[src/rtl/idma_nd_unroll_2d.sv]
// 2D-to-1D transfer unroller: splits one strided job into bursts.
// Option IDMA_ND_UNROLL_ZERO_LEN_SKIP_EN: zero-length jobs issue no bursts.
module idma_nd_unroll_2d #(
  parameter int unsigned AddrWidth      = 32,
  parameter int unsigned RepWidth       = 16,
  parameter int unsigned NumOutstanding = 2
) (
  input  logic                 clk_i,
  input  logic                 rst_i,
  input  logic                 nd_req_valid_i,
  output logic                 nd_req_ready_o,
  input  logic [AddrWidth-1:0] nd_src_addr_i,
  input  logic [AddrWidth-1:0] nd_dst_addr_i,
  input  logic [AddrWidth-1:0] nd_length_i,
  input  logic [AddrWidth-1:0] nd_src_stride_i,
  input  logic [AddrWidth-1:0] nd_dst_stride_i,
  input  logic [RepWidth-1:0]  nd_num_reps_i,
  output logic                 burst_req_valid_o,
  input  logic                 burst_req_ready_i,
  output logic [AddrWidth-1:0] burst_src_addr_o,
  output logic [AddrWidth-1:0] burst_dst_addr_o,
  output logic [AddrWidth-1:0] burst_length_o,
  input  logic                 burst_rsp_valid_i,
  output logic                 burst_rsp_ready_o,
  input  logic                 burst_rsp_error_i,
  output logic                 nd_rsp_valid_o,
  input  logic                 nd_rsp_ready_i,
  output logic                 nd_rsp_error_o,
  output logic                 busy_o
);

  localparam int unsigned CntWidth = $clog2(NumOutstanding + 1);
  localparam logic [CntWidth-1:0] MaxCnt = CntWidth'(NumOutstanding);

  typedef enum logic [1:0] {IDLE, ISSUE, DRAIN, RESP} state_e;

  state_e               state_q, state_d;
  logic [AddrWidth-1:0] src_q, dst_q, len_q;
  logic [AddrWidth-1:0] src_stride_q, dst_stride_q;
  logic [RepWidth-1:0]  rem_q;
  logic [CntWidth-1:0]  cnt_q;
  logic                 err_q;
  logic                 nd_hs, req_hs, rsp_hs, skip;

  // Outputs are forced low while reset is held, regardless of old state.
  assign nd_req_ready_o    = ~rst_i & (state_q == IDLE);
  assign burst_req_valid_o = ~rst_i & (state_q == ISSUE) & (cnt_q < MaxCnt);
  assign burst_rsp_ready_o = ~rst_i & (cnt_q != '0);
  assign nd_rsp_valid_o    = ~rst_i & (state_q == RESP);
  assign nd_rsp_error_o    = ~rst_i & (state_q == RESP) & err_q;
  assign busy_o            = ~rst_i & (state_q != IDLE);
  assign burst_src_addr_o  = rst_i ? '0 : src_q;
  assign burst_dst_addr_o  = rst_i ? '0 : dst_q;
  assign burst_length_o    = rst_i ? '0 : len_q;

  assign nd_hs  = nd_req_valid_i & nd_req_ready_o;
  assign req_hs = burst_req_valid_o & burst_req_ready_i;
  assign rsp_hs = burst_rsp_valid_i & burst_rsp_ready_o;

`ifdef IDMA_ND_UNROLL_ZERO_LEN_SKIP_EN
  assign skip = (nd_num_reps_i == '0) | (nd_length_i == '0);
`else
  assign skip = (nd_num_reps_i == '0);
`endif

  // State register.
  always_ff @(posedge clk_i) begin
    if (rst_i) state_q <= IDLE;
    else       state_q <= state_d;
  end

  // Next-state logic: one job walks IDLE -> ISSUE -> DRAIN -> RESP.
  always_comb begin
    state_d = state_q;
    unique case (state_q)
      IDLE:  if (nd_hs) state_d = skip ? RESP : ISSUE;
      ISSUE: if (req_hs && rem_q == RepWidth'(1)) state_d = DRAIN;
      DRAIN: if (cnt_q == '0) state_d = RESP;
      RESP:  if (nd_rsp_ready_i) state_d = IDLE;
      default: state_d = IDLE;
    endcase
  end

  // Job registers: latch on accept, step addresses on each burst.
  always_ff @(posedge clk_i) begin
    if (rst_i) begin
      src_q        <= '0;
      dst_q        <= '0;
      len_q        <= '0;
      src_stride_q <= '0;
      dst_stride_q <= '0;
      rem_q        <= '0;
      err_q        <= 1'b0;
    end else if (nd_hs) begin
      src_q        <= nd_src_addr_i;
      dst_q        <= nd_dst_addr_i;
      len_q        <= nd_length_i;
      src_stride_q <= nd_src_stride_i;
      dst_stride_q <= nd_dst_stride_i;
      rem_q        <= nd_num_reps_i;
      err_q        <= 1'b0;
    end else begin
      if (req_hs) begin
        src_q <= src_q + src_stride_q;
        dst_q <= dst_q + dst_stride_q;
        rem_q <= rem_q - RepWidth'(1);
      end
      if (rsp_hs) err_q <= err_q | burst_rsp_error_i;
    end
  end

  // In-flight burst counter.
  always_ff @(posedge clk_i) begin
    if (rst_i) begin
      cnt_q <= '0;
    end else begin
      unique case ({req_hs, rsp_hs})
        2'b10:   cnt_q <= cnt_q + CntWidth'(1);
        2'b01:   cnt_q <= cnt_q - CntWidth'(1);
        default: cnt_q <= cnt_q;
      endcase
    end
  end

endmodule

[config.mk]
export PLATFORM = sky130hd
export DESIGN_NAME = idma_nd_unroll_2d
export DESIGN_NICKNAME = d
export VERILOG_FILES = /design/src/rtl/idma_nd_unroll_2d.sv
export SDC_FILE = /design/constraint.sdc
export NUM_CORES = 1
export LEC_CHECK = 0
export ABC_CLOCK_PERIOD_IN_PS = 2790
export CORE_MARGIN = 3
export CORE_UTILIZATION = 45
export CTS_CLUSTER_DIAMETER = 80
export DETAILED_ROUTE_END_ITERATION = 10
export HOLD_SLACK_MARGIN = 0.05
export PLACE_DENSITY = 0.77
export SLEW_MARGIN = 20
export SYNTH_ARGS = -nofsm -noshare
export SYNTH_HDL_FRONTEND = slang
export SYNTH_SLANG_ARGS = --single-unit
[constraint.sdc]
create_clock -name clk_i -period 2.79 [get_ports clk_i]
set_clock_uncertainty 0.2 [all_clocks]
set_input_delay 0.4185 -clock clk_i [delete_from_list [all_inputs] [get_ports clk_i]]
set_output_delay 0.4185 -clock clk_i [all_outputs]
set_load 0.05 [all_outputs]
==> impl_results.md <==
- Sequential fraction of the synthesis area: 32.00%
- Hold Vio Cnt, Final: 0
- TritonCTS clock tree: done
- Largest net degree at the start of global routing: 81
- H-tree depth: 4
- Synth cell types: 66
- Die Span Y: 164.6 µm
- Row count: 57
- Warnings, synthesis: 0
- Tot GR Track Use: 26.19%
- Hpwl dp: 27.08 mm
- Synth top area cells: dfxtp_1, nand2_1, ha_1
- Max-slew headroom: 55.91%
- Syn nets: 1751
- Clk buf depth: 2
- Crit Path Class: register to register
- Clock network latency to the later pin of the worst-skew pair: 0.44 ns
- Critical path fanouts, max: 3
- Wirelength per Cell: 17.39 µm
- Reg clk slew, reported paths: 0.08 ns
- Port-buffer cells: 284
- 1st-pass router iterations: 5
- Total Wirelength: 37.31 mm
- Core ar.: 24530 µm²
- Antenna violations before repair: 5
- Starting Density: 46.15%
- CP peak stage delay: 0.55 ns
- Chip width: 164.6 µm
- Clk sinks: 181
- Via Count: 11910
- Worst Slack Setup Final: -0.1005 ns
- Final instance area: 15850 µm²
- Die area: 27100 µm²
- Ys async rst share: 0%
- First-pass GRT wire length: 57.62 mm
- Post-Synthesis Cells: 1497
- Placed cell area: 14800 µm²
- Clock root cell: clkbuf_16
- DRC viols: 0
- I/O Pins: 285
- Yosys reg bits: 181
- Worst slew pin tran: 0.6545 ns
- Via-per-instance ratio: 5.554
- Critical-path top delay cell: or4_4
- Power Dens Cells: 698.0 nW/µm²
- Critical path arrival: 3.01 ns
- Status: finished with violations
- Number of global-route vias before repair: 11250
- Total grt overflow: 0
- Avg Cell Area, Syn: 7.564 µm²
- Area grow syn2layout: 39.99%
- Worst Path Required: 2.91 ns
- Synth area leader: dfxtp_1
- Post-synth EDFFs: 0
- Setup TNS Final: -0.2305 ns
- Leak pwr: 6.880 nW
- Crit-path cells: or4_4 -> nor3_4 -> nand4_1 -> or4b_4 -> a222oi_1 -> nand2_1 -> nor3_2 -> a211oi_1
- Main flop type after synthesis: dfxtp_1
- Final std cells w/o fill: 2145
- Fin crit period: 2.890 ns
- Worst hold path class: primary input to register
- R2R cell count: 8
- Dpl cells: 2094
- DRT antenna net count: 0
- Layout cells sized above 1: 15.14%
- Worst Setup End Kind: register
- Top-area cell type share of the netlist area: 32.00%
- Peak VDD IR: 349.4 µV
- DR iter-0 viols: 910
- Power consumption: 11.06 mW
- Slew Viols, Final: 0
- Final net count: 2057
- WHS Path Cells: 5
- Final worst path period share: 103.6%
- Max Cap Viol: 0
- Mapped cell area: 11320 µm²
- Peak Freq: 0.3460 GHz
- CTS Buf Count: 17
- GPL Wtd Cong: 0.9062
- Final setup fails: 3
- CP startpoint kind: register
- Finished Core Util: 64.61%
- Failing checks: setup timing
- RSZ-0062 raised after global routing: true
worst paths after layout:
| check | startpoint | to | slack, ns |
|---|---|---|---|
| worst max-delay path | rem_q[10]$_SDFFE_PP0P_ | state_q[1]$_SDFFE_PP0P_ | -0.10 |
| worst min-delay path | rst_i | len_q[27]$_SDFFE_PP0P_ | 0.27 |
| worst max register to register | rem_q[10]$_SDFFE_PP0P_ | state_q[1]$_SDFFE_PP0P_ | -0.10 |
| worst min register to register | src_stride_q[30]$_SDFFE_PP0P_ | src_stride_q[30]$_SDFFE_PP0P_ | 0.28 |
flip-flops by register name, summed over array words and instances, names as in the netlist:
| register | cells |
|---|---|
| src_stride_q | 32 |
| len_q | 32 |
| cnt_q | 2 |
| dst_stride_q | 32 |
| dst_q | 32 |
| src_q | 32 |
| rem_q | 16 |
| err_q | 1 |
| state_q | 2 |
final cells by class:
cell class	count	area, µm²
Fill cell	2111	8682
Timing Repair Buffer	390	3531
Multi-Input combinational cell	1194	7589
Antenna cell	5	12.51
Clock inverter	15	182.7
Inverter	19	71.32
Tap cell	324	405.4
Sequential cell	181	3635
Clock buffer	17	425.4
Yosys cell counts, types with 3 or more instances:
library cell / count
nand2b_1: 6
a211o_1: 4
ha_1: 69
o211a_1: 3
xnor2_1: 43
a221oi_1: 5
o21a_1: 17
a22oi_1: 3
or2_2: 5
o21ai_0: 47
a211oi_1: 26
a31oi_1: 8
inv_1: 19
nand3b_1: 65
xor2_1: 23
o21bai_1: 12
o211ai_1: 10
nand4_1: 24
nor3b_1: 3
dfxtp_1: 181
a222oi_1: 4
clkbuf_1: 88
and2_1: 4
and3_1: 22
a21oi_1: 97
or3_1: 5
o41ai_1: 4
buf_1: 13
nor2_1: 95
nand3_1: 15
nor2b_1: 103
nor3_1: 19
o31ai_1: 3
nor4_1: 6
a41oi_1: 3
a2111oi_0: 4
a21o_1: 29
a311oi_1: 24
nand2_1: 337
o22ai_1: 15
layer usage:
metal  wire (µm)  part of all wire (%)  vias to the layer above  GRT usage (%)
met5           0                     0                        -              0
met4         991                   2.7                        0          9.874
met3        1993                   5.3                       69          3.461
met2       17860                    48                      415          43.15
met1       16460                    44                     5579          34.97
li1            -                     -                     5850              -
report_power, final:
group          total (mW)  internal (mW)  switching, mW
registers            3.49           3.11          0.378
logic                5.03           2.08           2.95
clock network        2.55           1.29           1.26
logic make-up (layout without fill, tap and decap cells):
group | after synthesis | count (layout) | synth area share [%]
buffers and inverters | 122 | 441 | 4.066
multiplexers | 1 | 1 | 0.08840
AND/OR/NAND/NOR | 725 | 725 | 31.36
flip-flops | 181 | 181 | 32.00
other | 0 | 5 | 0
XOR/XNOR | 66 | 66 | 5.105
AO/OA/AOI/OAI | 331 | 331 | 19.40
adder cells (fa/ha/maj) | 71 | 71 | 7.978
critical path: cells and delay by family (launching register included):
| family | cells | cell delay, ns |
|---|---|---|
| AOI/OAI and AO/OA | 2 | 0.43 |
| DFF | 1 | 0.32 |
| and+or+nand+nor | 6 | 1.81 |
cells in the final DEF, fill, tap and decap left out, types with 5 or more instances in the layout:
master and instances:
xor2_1 23, a311oi_1 23, clkdlybuf4s50_1 219, nand4_1 24, dfxtp_2 9, nand2b_1 5
and3_1 21, nand2_1 335, a21oi_1 92, o21ai_0 40, o211ai_1 10, nor3_1 16
o21a_1 17, inv_1 17, nor4_1 6, a21oi_2 5, a21o_1 29, ha_1 59
a31oi_1 7, xnor2_1 43, diode_2 5, a211oi_1 22, clkbuf_16 17, o21ai_1 7
nor2b_1 103, o21bai_1 12, dfxtp_1 172, or3_1 5, buf_4 164, o22ai_1 14
nand3b_1 65, nand3_1 15, nor2_1 92, ha_4 6
stage by stage:
| stage | hold slack [ns] | worst slack (ns) |
|---|---|---|
| 3_5_place_dp | 0.2680 | -0.1381 |
| 5_1_grt | 0.2948 | -0.1977 |
| 2_1_floorplan | 0.2532 | -0.1345 |
| 3_3_place_gp | 0.2647 | -0.07546 |
| 6_report | 0.2738 | -0.1005 |
| 4_1_cts | 0.2546 | -0.03269 |
what timing repair did:
item	4_1_cts	5_1_grt
hold buffers	0	0
pin swaps	17	34
gates resized for setup	22	51
cloned	0	0
endpoints found under the setup margin	17	27
setup buffers	3	11
endpoints found under the hold margin	0	0
Power figures use the tool's default switching activity.
